**config.mk**
```make
export PLATFORM = sky130hd
export DESIGN_NAME = a78_save_uploader
export DESIGN_NICKNAME = d
export VERILOG_FILES = /design/src/rtl/a78_save_uploader_pkg.sv /design/src/rtl/a78_save_uploader_hdr_rom.sv /design/src/rtl/a78_save_uploader.sv
export SDC_FILE = /design/constraint.sdc
export NUM_CORES = 1
export LEC_CHECK = 0
export BUFFER_PORTS_ARGS = -buffer_cell sky130_fd_sc_hd__buf_2
export CAP_MARGIN = 20
export CELL_PAD_IN_SITES_DETAIL_PLACEMENT = 1
export CELL_PAD_IN_SITES_GLOBAL_PLACEMENT = 1
export CORE_MARGIN = 5
export CORE_UTILIZATION = 34
export DETAILED_ROUTE_END_ITERATION = 8
export PLACE_DENSITY = 0.8
export SLEW_MARGIN = 20
export SYNTH_ARGS = -nofsm -noshare
export SYNTH_HDL_FRONTEND = slang
export SYNTH_HIERARCHICAL = 1
export SYNTH_SLANG_ARGS = --single-unit
export TNS_END_PERCENT = 10
```
**constraint.sdc**
```tcl
create_clock -name clk_sys -period 2.7 [get_ports clk_sys]
set_input_delay 0.27 -clock clk_sys [delete_from_list [all_inputs] [get_ports clk_sys]]
set_output_delay 0.27 -clock clk_sys [all_outputs]
set_load 0.05 [all_outputs]
```
**src/rtl/a78_save_uploader_pkg.sv**
```systemverilog
// Shared types for the A78 save-RAM upload path.
// Header constants exist only when SAVE_HEADER_EN is defined.
package a78_pkg;

    typedef enum logic [7:0] {
        SAVE_NONE    = 8'h00,
        SAVE_HSC     = 8'h01,
        SAVE_SAVEKEY = 8'h02
    } save_type_e;

    typedef enum logic [1:0] {
        ST_IDLE,
        ST_ADDR,
        ST_WAIT,
        ST_DATA
    } state_e;

    typedef enum logic [1:0] {
        SEL_HDR,
        SEL_RAM,
        SEL_FF
    } sel_e;

`ifdef SAVE_HEADER_EN
    localparam logic [55:0] HDR_MAGIC   = 56'h41_37_38_53_41_56_45; // "A78SAVE"
    localparam logic [7:0]  HDR_VERSION = 8'h01;

    function automatic logic [7:0] magic_byte(input logic [2:0] idx);
        return HDR_MAGIC[(6 - int'(idx)) * 8 +: 8];
    endfunction
`endif

endpackage

```
**src/rtl/a78_save_uploader_hdr_rom.sv**
```systemverilog
// Combinational lookup of the fixed save-file header bytes.
// Only compiled when SAVE_HEADER_EN is defined.
`ifdef SAVE_HEADER_EN
module a78_save_hdr_rom
    import a78_pkg::*;
(
    input  logic [7:0]  idx,
    input  logic [7:0]  save_type,
    input  logic [15:0] pay_len,
    output logic [7:0]  hdr_byte
);

    always_comb begin
        hdr_byte = '0;
        if (idx < 8'd7) begin
            hdr_byte = magic_byte(idx[2:0]);
        end else begin
            case (idx)
                8'd7:    hdr_byte = HDR_VERSION;
                8'd8:    hdr_byte = save_type;
                8'd10:   hdr_byte = pay_len[15:8];
                8'd11:   hdr_byte = pay_len[7:0];
                default: hdr_byte = '0;
            endcase
        end
    end

endmodule
`endif

```
**src/rtl/a78_save_uploader.sv**
```systemverilog
// Answers HPS ioctl upload reads with header/save-RAM bytes and tracks save dirtiness.
// Optional file header enabled by defining SAVE_HEADER_EN.
module a78_save_uploader
    import a78_pkg::*;
#(
    parameter int unsigned RAM_AW  = 11,
    parameter int unsigned HDR_LEN = 16
) (
    input  logic              clk_sys,
    input  logic              reset_n,
    input  logic              ioctl_upload,
    input  logic              ioctl_rd,
    input  logic [24:0]       ioctl_addr,
    output logic [7:0]        ioctl_din,
    input  logic [7:0]        save_type,
    output logic [RAM_AW-1:0] ram_addr,
    output logic              ram_rd,
    input  logic [7:0]        ram_q,
    input  logic              ram_wr_mon,
    output logic [15:0]       upload_len,
    output logic              upload_busy,
    output logic              upload_done,
    output logic              save_dirty
);

`ifdef SAVE_HEADER_EN
    localparam bit HDR_EN = 1'b1;
`else
    localparam bit HDR_EN = 1'b0;
`endif
    localparam logic [24:0] PAY_LEN   = 25'(2 ** RAM_AW);
    localparam logic [24:0] HDR_BYTES = HDR_EN ? 25'(HDR_LEN) : '0;

    state_e            state_q, state_d;
    sel_e              sel_q, sel_d, sel_new;
    logic [24:0]       addr_q, addr_d;
    logic [RAM_AW-1:0] ram_addr_q, ram_addr_d;
    logic              ram_rd_q, ram_rd_d;
    logic [7:0]        din_q, din_d;
    logic              busy_q, busy_d;
    logic              seen_q, seen_d;
    logic              done_q, done_d;
    logic              dirty_q, dirty_d;
    logic              upload_q;
    logic [24:0]       file_len;
    logic              deliver, last_addr, fall;

    assign file_len   = (save_type == SAVE_NONE) ? '0 : PAY_LEN + HDR_BYTES;
    assign upload_len = file_len[15:0];
    assign last_addr  = (file_len != '0) && (addr_q == file_len - 25'd1);
    assign fall       = upload_q & ~ioctl_upload;

`ifdef SAVE_HEADER_EN
    logic [7:0] hdr_byte;

    a78_save_hdr_rom u_hdr_rom (
        .idx      (addr_q[7:0]),
        .save_type(save_type),
        .pay_len  (PAY_LEN[15:0]),
        .hdr_byte (hdr_byte)
    );
`endif

    always_comb begin
        sel_new = SEL_RAM;
        if (save_type == SAVE_NONE || ioctl_addr >= file_len) begin
            sel_new = SEL_FF;
`ifdef SAVE_HEADER_EN
        end else if (ioctl_addr < HDR_BYTES) begin
            sel_new = SEL_HDR;
`endif
        end
    end

    always_comb begin
        state_d    = state_q;
        sel_d      = sel_q;
        addr_d     = addr_q;
        ram_addr_d = ram_addr_q;
        ram_rd_d   = 1'b0;
        din_d      = din_q;
        seen_d     = seen_q;
        deliver    = 1'b0;

        // A new strobe preempts any pending fetch, so the RAM read address is issued from it directly.
        if (ioctl_upload && ioctl_rd) begin
            addr_d  = ioctl_addr;
            sel_d   = sel_new;
            state_d = ST_ADDR;
            if (sel_new == SEL_RAM) begin
                ram_addr_d = RAM_AW'(ioctl_addr - HDR_BYTES);
                ram_rd_d   = 1'b1;
            end
        end else begin
            case (state_q)
                ST_IDLE: state_d = ST_IDLE;
                ST_ADDR: begin
                    if (sel_q == SEL_RAM) begin
                        state_d = ST_WAIT;
                    end else begin
`ifdef SAVE_HEADER_EN
                        din_d = (sel_q == SEL_HDR) ? hdr_byte : 8'hFF;
`else
                        din_d = 8'hFF;
`endif
                        deliver = 1'b1;
                        state_d = ST_DATA;
                    end
                end
                ST_WAIT: begin
                    din_d   = ram_q;
                    deliver = 1'b1;
                    state_d = ST_DATA;
                end
                ST_DATA: state_d = ST_IDLE;
                default: state_d = ST_IDLE;
            endcase
        end

        if (deliver && last_addr) seen_d = 1'b1;
        done_d = fall & seen_q;
        if (fall) seen_d = 1'b0;
        busy_d = (state_d == ST_ADDR) || (state_d == ST_WAIT);

        dirty_d = dirty_q;
        if (ram_wr_mon && save_type != SAVE_NONE) begin
            dirty_d = 1'b1;
        end else if (done_q) begin
            dirty_d = 1'b0;
        end
    end

    always_ff @(posedge clk_sys) begin
        if (!reset_n) begin
            state_q    <= ST_IDLE;
            sel_q      <= SEL_FF;
            addr_q     <= '0;
            ram_addr_q <= '0;
            ram_rd_q   <= 1'b0;
            din_q      <= 8'hFF;
            busy_q     <= 1'b0;
            seen_q     <= 1'b0;
            done_q     <= 1'b0;
            dirty_q    <= 1'b0;
            upload_q   <= 1'b0;
        end else begin
            state_q    <= state_d;
            sel_q      <= sel_d;
            addr_q     <= addr_d;
            ram_addr_q <= ram_addr_d;
            ram_rd_q   <= ram_rd_d;
            din_q      <= din_d;
            busy_q     <= busy_d;
            seen_q     <= seen_d;
            done_q     <= done_d;
            dirty_q    <= dirty_d;
            upload_q   <= ioctl_upload;
        end
    end

    assign ioctl_din   = din_q;
    assign ram_addr    = ram_addr_q;
    assign ram_rd      = ram_rd_q;
    assign upload_busy = busy_q;
    assign upload_done = done_q;
    assign save_dirty  = dirty_q;

endmodule

```
# Word level (Yosys, flattened, before mapping)
# Cells that the tools add are included.
# W data, S select, Z words.
dict set report totals {
  regBits 54
  input_bits 46
  elab_cells 57
  output_inout_bits 39
}
dict set report classes {
  n_eq_ne 9
  n_reduce_logical 17
  n_lt_le_gt_ge 1
  mux 13
  bitwise_logic 5
  addsub 1
}
# operator count
set ops {}
lappend ops {{$eq A25 B25 Y1} 1}
lappend ops {{$ge A25 B12 Y1} 1}
lappend ops {{$reduce_bool A25 Y1} 1}
lappend ops {{$pmux W8 S2} 1}
lappend ops {{$sub A12 B1 Y13 const B} 1}
lappend ops {{$mux W12} 1}
lappend ops {{$eq A2 B1 Y1 const B} 4}
lappend ops {{$logic_not A8 Y1} 1}
lappend ops {{$mux W8} 1}
lappend ops {{$reduce_bool A8 Y1} 1}
lappend ops {{$eq A2 B2 Y1 const B} 3}
lappend ops {{$mux W1} 6}
lappend ops {{$pmux W2 S3} 1}
lappend ops {{$logic_and A1 B1 Y1} 4}
lappend ops {{$mux W2} 2}
lappend ops {{$reduce_and A2 Y1} 2}
lappend ops {{$reduce_bool A2 Y1} 2}
lappend ops {{$reduce_or A2 Y1} 2}
lappend ops {{$not A1 Y1} 3}
lappend ops {{$reduce_and A3 Y1} 1}
lappend ops {{$and A1 B1 Y1} 2}
lappend ops {{$logic_not A2 Y1} 1}
lappend ops {{$logic_or A1 B1 Y1} 2}
lappend ops {{$ne A2 B2 Y1 const B} 1}
lappend ops {{$pmux W1 S2} 1}

# Longest topological paths before layout
dict set report logic_depth {
  word_depth 7
  mapped_depth 10
  mapped_depth_nobuf 8
}

# Worst setup path after synthesis
# Ideal clock, no wire load.
dict set report synth_timing {
  path_kind {input to register}
  from {input port save_type[1]}
  to {register ram_addr_q[10], in the netlist ram_addr[10]}
  arrival_time_ns 2.210
  setup_ns 0.070
  t_required_ns 2.630
  path_slack_ns 0.419
  path_stages 10
  cell_sequence {nor4_1 and2_0 inv_1 buf_4 ha_1 nor4b_1 and3_2 buf_4 o31ai_1 a21oi_1}
}
dict set report synth_via {
  elab_chain_cells 7
}
# item line_no
set synth_rtl {}
lappend synth_rtl {{start: declaration} a78_save_uploader.sv:15} ;# input logic [7:0] save_type,
lappend synth_rtl {{$logic_not A8 Y1} a78_save_uploader.sv:48} ;# assign file_len = (save_type == SAVE_NONE) ? '0 : PAY_LEN + HDR_BYTES;
lappend synth_rtl {{$mux W12} a78_save_uploader.sv:48}
lappend synth_rtl {{named net upload_len[11]} a78_save_uploader.sv:20} ;# output logic [15:0] upload_len,
lappend synth_rtl {{$ge A25 B12 Y1} a78_save_uploader.sv:66} ;# if (save_type == SAVE_NONE || ioctl_addr >= file_len) begin
lappend synth_rtl {{$logic_or A1 B1 Y1} a78_save_uploader.sv:66}
lappend synth_rtl {{$mux W2} a78_save_uploader.sv:66}
lappend synth_rtl {{$eq A2 B1 Y1} a78_save_uploader.sv:90} ;# if (sel_new == SEL_RAM) begin
lappend synth_rtl {{$reduce_and A2 Y1 (no source line)} --}
lappend synth_rtl {{end signal: assignment} a78_save_uploader.sv:150} ;# ram_addr_q <= ram_addr_d;
lappend synth_rtl {{end: declaration} a78_save_uploader.sv:37} ;# logic [RAM_AW-1:0] ram_addr_q, ram_addr_d;
# The timed path passes the listed nets, and every way through them passes these cells.
# A chain may end at the register's enable or synchronous reset.

# Final worst setup path
dict set report layout_timing {
  from {input port save_type[1]}
  to {register ram_addr_q[6], in the netlist ram_addr[6]}
}
dict set report layout_via {
  elab_chain_cells 7
}
# item line_no
set layout_rtl {}
lappend layout_rtl {{$logic_not A8 Y1 *} {a78_save_uploader.sv:48, a78_save_uploader.sv:66}}
lappend layout_rtl {{$mux W12} a78_save_uploader.sv:48}
lappend layout_rtl {{$ge A25 B12 Y1} a78_save_uploader.sv:66}
lappend layout_rtl {{$logic_or A1 B1 Y1 *} a78_save_uploader.sv:66}
lappend layout_rtl {{$mux W2 *} a78_save_uploader.sv:66}
lappend layout_rtl {{$eq A2 B1 Y1 *} a78_save_uploader.sv:90}
lappend layout_rtl {{$reduce_and A2 Y1 (no source line) *} --}
# Every way passes the cells marked *; elsewhere a longest branch is shown, timed or not.

==> key figures <==
Clocking
  • Inserted Clock Buffers: 5
  • Setup Buffers After CTS: 0
  • CTS tree: done
  • Clock root buffer: clkbuf_8
  • H-tree levels: 2
  • Clock latency on the worst-skew pair: 0.31 ns
  • Clock slew at reported path FFs: 0.09 ns
  • CTS max path bufs: 2
  • # hold bufs at CTS: 0
  • Resized Gates After CTS: 0
  • Clock Sink Count: 54

Cells and area
  • Most frequent cells in the layout: buf_2 (69), nand2_1 (54), dfxtp_1 (54)
  • Share of cells above drive strength 1: 24.9%
  • Nets: 394
  • Fillers: 855
  • Final std cells w/o fill: 441
  • P&R area growth vs syn: 18.4%
  • Commonest non-fill, non-tap cell in the layout: buf_2
  • Antenna cells: 0
  • Final instance area: 0.00282 sq mm

Drt
  • DRT antenna net count: 0
  • DR pass1 iterations: 4
  • Post-Route WL: 6.62 mm
  • Wire length per cell: 15.0 um
  • Starting DRC count in detailed routing: 109
  • DR vias/cell: 5.01
  • DRC Markers: 0
  • Vias after detailed routing: 2,209

Hold path
  • HP Class: in2reg
  • HP Start: ram_wr_mon
  • Worst hold stages: 3
  • WHS Endpoint: save_dirty

Power and ir drop
  • Clk pwr share: 30.4%
  • Switching power total: 0.000437 W
  • Sequential Power Share: 54.4%
  • Sw frac: 28.5%
  • Leakage Power: 1.10 nW
  • PD cells: 545 mW/mm^2
  • Worst VDD drop: 0.000200 V
  • Gate power share: 15.3%
  • Pint: 0.00110 W

Logic synthesis
  • Post-synthesis sequential area ratio: 45.4%
  • Syn Area/Cell: 8.47 sq um
  • Yosys reg bits: 54
  • Synth async-reset ratio: 0%
  • Post-synthesis cell type count: 39
  • Synthesized area: 0.00238 sq mm
  • Post-synth EDFFs: 0
  • Yosys warnings: 6
  • Synth Flop Type: dfxtp_1
  • Cells after synthesis: 281

Global route
  • GRT busiest layer: met2
  • Largest net degree at the start of global routing: 29
  • Grt total ovfl: 0
  • GR Util All Layers: 15.3%
  • First-pass GRT wire length: 10.7 mm
  • Grt met2 use: 25.8%
  • Grt met3 use: 3.37%
  • Vias in the first global route: 2,199
  • Antenna violations before repair: 0
  • M1 GR Usage: 19.7%

Place
  • Area after DPL: 0.00273 sq mm
  • RD Place Congestion: 0.756
  • DP Cell Count: 433
  • Post-DP HPWL: 5.07 mm
  • Input/output buffers: 69

STA
  • Pins over their slew limit: 0
  • Hold slack: 0.190 ns
  • Fin Setup TNS: 0 ns
  • Unrepaired setup endpoints after global routing: no
  • Final period util: 75.7%
  • Min Tclk post-route: 2.04 ns
  • Worst Max-Slew Pin Slew: 0.921 ns
  • Clock Skew: 0.00608 ns
  • Fin. Hold Viols: 0
  • Max Fclk: 0.489 GHz
  • Final setup fails: 0
  • Worst slew margin: 38.6%

Floorplan
  • Die Ht: 93.7 um
  • Core box area: 0.00679 sq mm
  • Starting Density: 35.0%
  • Row count: 30
  • Die area: 0.00877 sq mm
  • Die width: 93.7 um
  • Num ports: 85

Setup path
  • Max incr delay on CP: 0.45 ns
  • R2r setup slk: 0.93 ns
  • CP Launch Type: input port
  • RR Endpoint: seen_q
  • R2r startpoint: state_q[0]
  • CP startpoint: save_type[1]
  • CP bufs+invs: 2
  • CP cell instances: buf_2 -> nor4_1 -> and2_0 -> inv_1 -> ha_1 -> nor4b_1 -> nand3_1 -> nand4_1 -> a21oi_1
  • Top cell family by delay on the critical path: simple AND/OR/NAND/NOR gates
  • Reg2Reg Depth: 6
  • Worst EP arrival: 2.24 ns
  • Slowest CP cell: nand3_1
  • Worst Path Required: 2.89 ns
  • Crit end category: flop
  • CP max FO: 12
  • Kind of critical path: in2reg

Outcome
  • Status: completed

Run
  • Max-Cap Viols: 0
synthesized netlist by cell type, types with 3 or more instances:
cell type  count  area (sq um)
a21oi_1       42           210
buf_2          5          25.0
buf_4         17           128
clkbuf_1       6          22.5
dfxtp_1       54          1080
ha_1           4          50.1
inv_1          6          22.5
nand2_1       54           203
nand3_1        3          15.0
nand4_1       14          87.6
nor2_1        11          41.3
nor3_1         3          15.0
nor3b_1        8          60.1
nor4_1         7          43.8
nor4b_1        3          26.3
o21ai_0        8          40.0
o31ai_1       11          82.6
cell type report:
cell class	instances	area (sq um)	area share [%]
Multi-Input combinational cell	203	1120	39.9
Sequential cell	54	1080	38.4
Timing Repair Buffer	73	375	13.3
Tap cell	96	120	4.26
Clock buffer	7	86.3	3.06
Inverter	7	26.3	0.933
Clock inverter	1	5.00	0.178
power groups by stage:
stage / sequential, W / combinational [W] / clock (W)
2_1_floorplan: 0.000871 / 0.000153 / 0
3_3_place_gp: 0.000853 / 0.000231 / 0
5_1_grt: 0.000839 / 0.000257 / 0.000511
6_report: 0.000835 / 0.000234 / 0.000467
4_1_cts: 0.000835 / 0.000237 / 0.000479
3_5_place_dp: 0.000854 / 0.000237 / 0
worst max path at each step:
stage          cells past startpoint           end  slack (ns)
6_report                           9   ram_addr[6]        0.66
2_1_floorplan                     10  ram_addr[10]        0.42
3_5_place_dp                       9   ram_addr[6]        0.36
5_1_grt                            9   ram_addr[6]        0.48
3_3_place_gp                       9   ram_addr[6]        0.43
4_1_cts                            9   ram_addr[6]        0.69
cell families after synthesis:
family | synth area share, %
multiplexers | 0.421
other | 0.158
AND/OR/NAND/NOR | 26.8
flip-flops | 45.4
XOR/XNOR | 0.368
adder cells (fa/ha/maj) | 2.10
buffers and inverters | 9.57
AO/OA/AOI/OAI | 15.2
registers in the layout, indices dropped and copies added, names as in the netlist, 2 cells and up:
register / flops
ioctl_din: 8
ram_addr: 11
sel_q: 2
state_q: 2
addr_q: 25
metrics by stage:
stage,power (W),util [%],worst slack [ns]
after floorplan,0.00102,-,0.419
after global placement,0.00108,40.1,0.428
after detailed placement,0.00109,40.1,0.363
after CTS,0.00155,41.5,0.689
after global routing,0.00161,41.5,0.480
final,0.00154,41.5,0.655
worst register-to-register path, stage by stage (launching register included):
cell and delay [ns]:
dfxtp_1 0.37, inv_1 0.05, ha_1 0.33, a21oi_1 0.23, nand4_1 0.13, nor4_1 0.36, o221a_2 0.25
layer usage:
layer | wire [um] | up-vias
li1 | - | 1082
met1 | 3030 | 1055
met2 | 3150 | 66
met3 | 362 | 6
met4 | 85 | 0
met5 | 0 | -
Note: power is estimated with default switching activity, not from simulation.
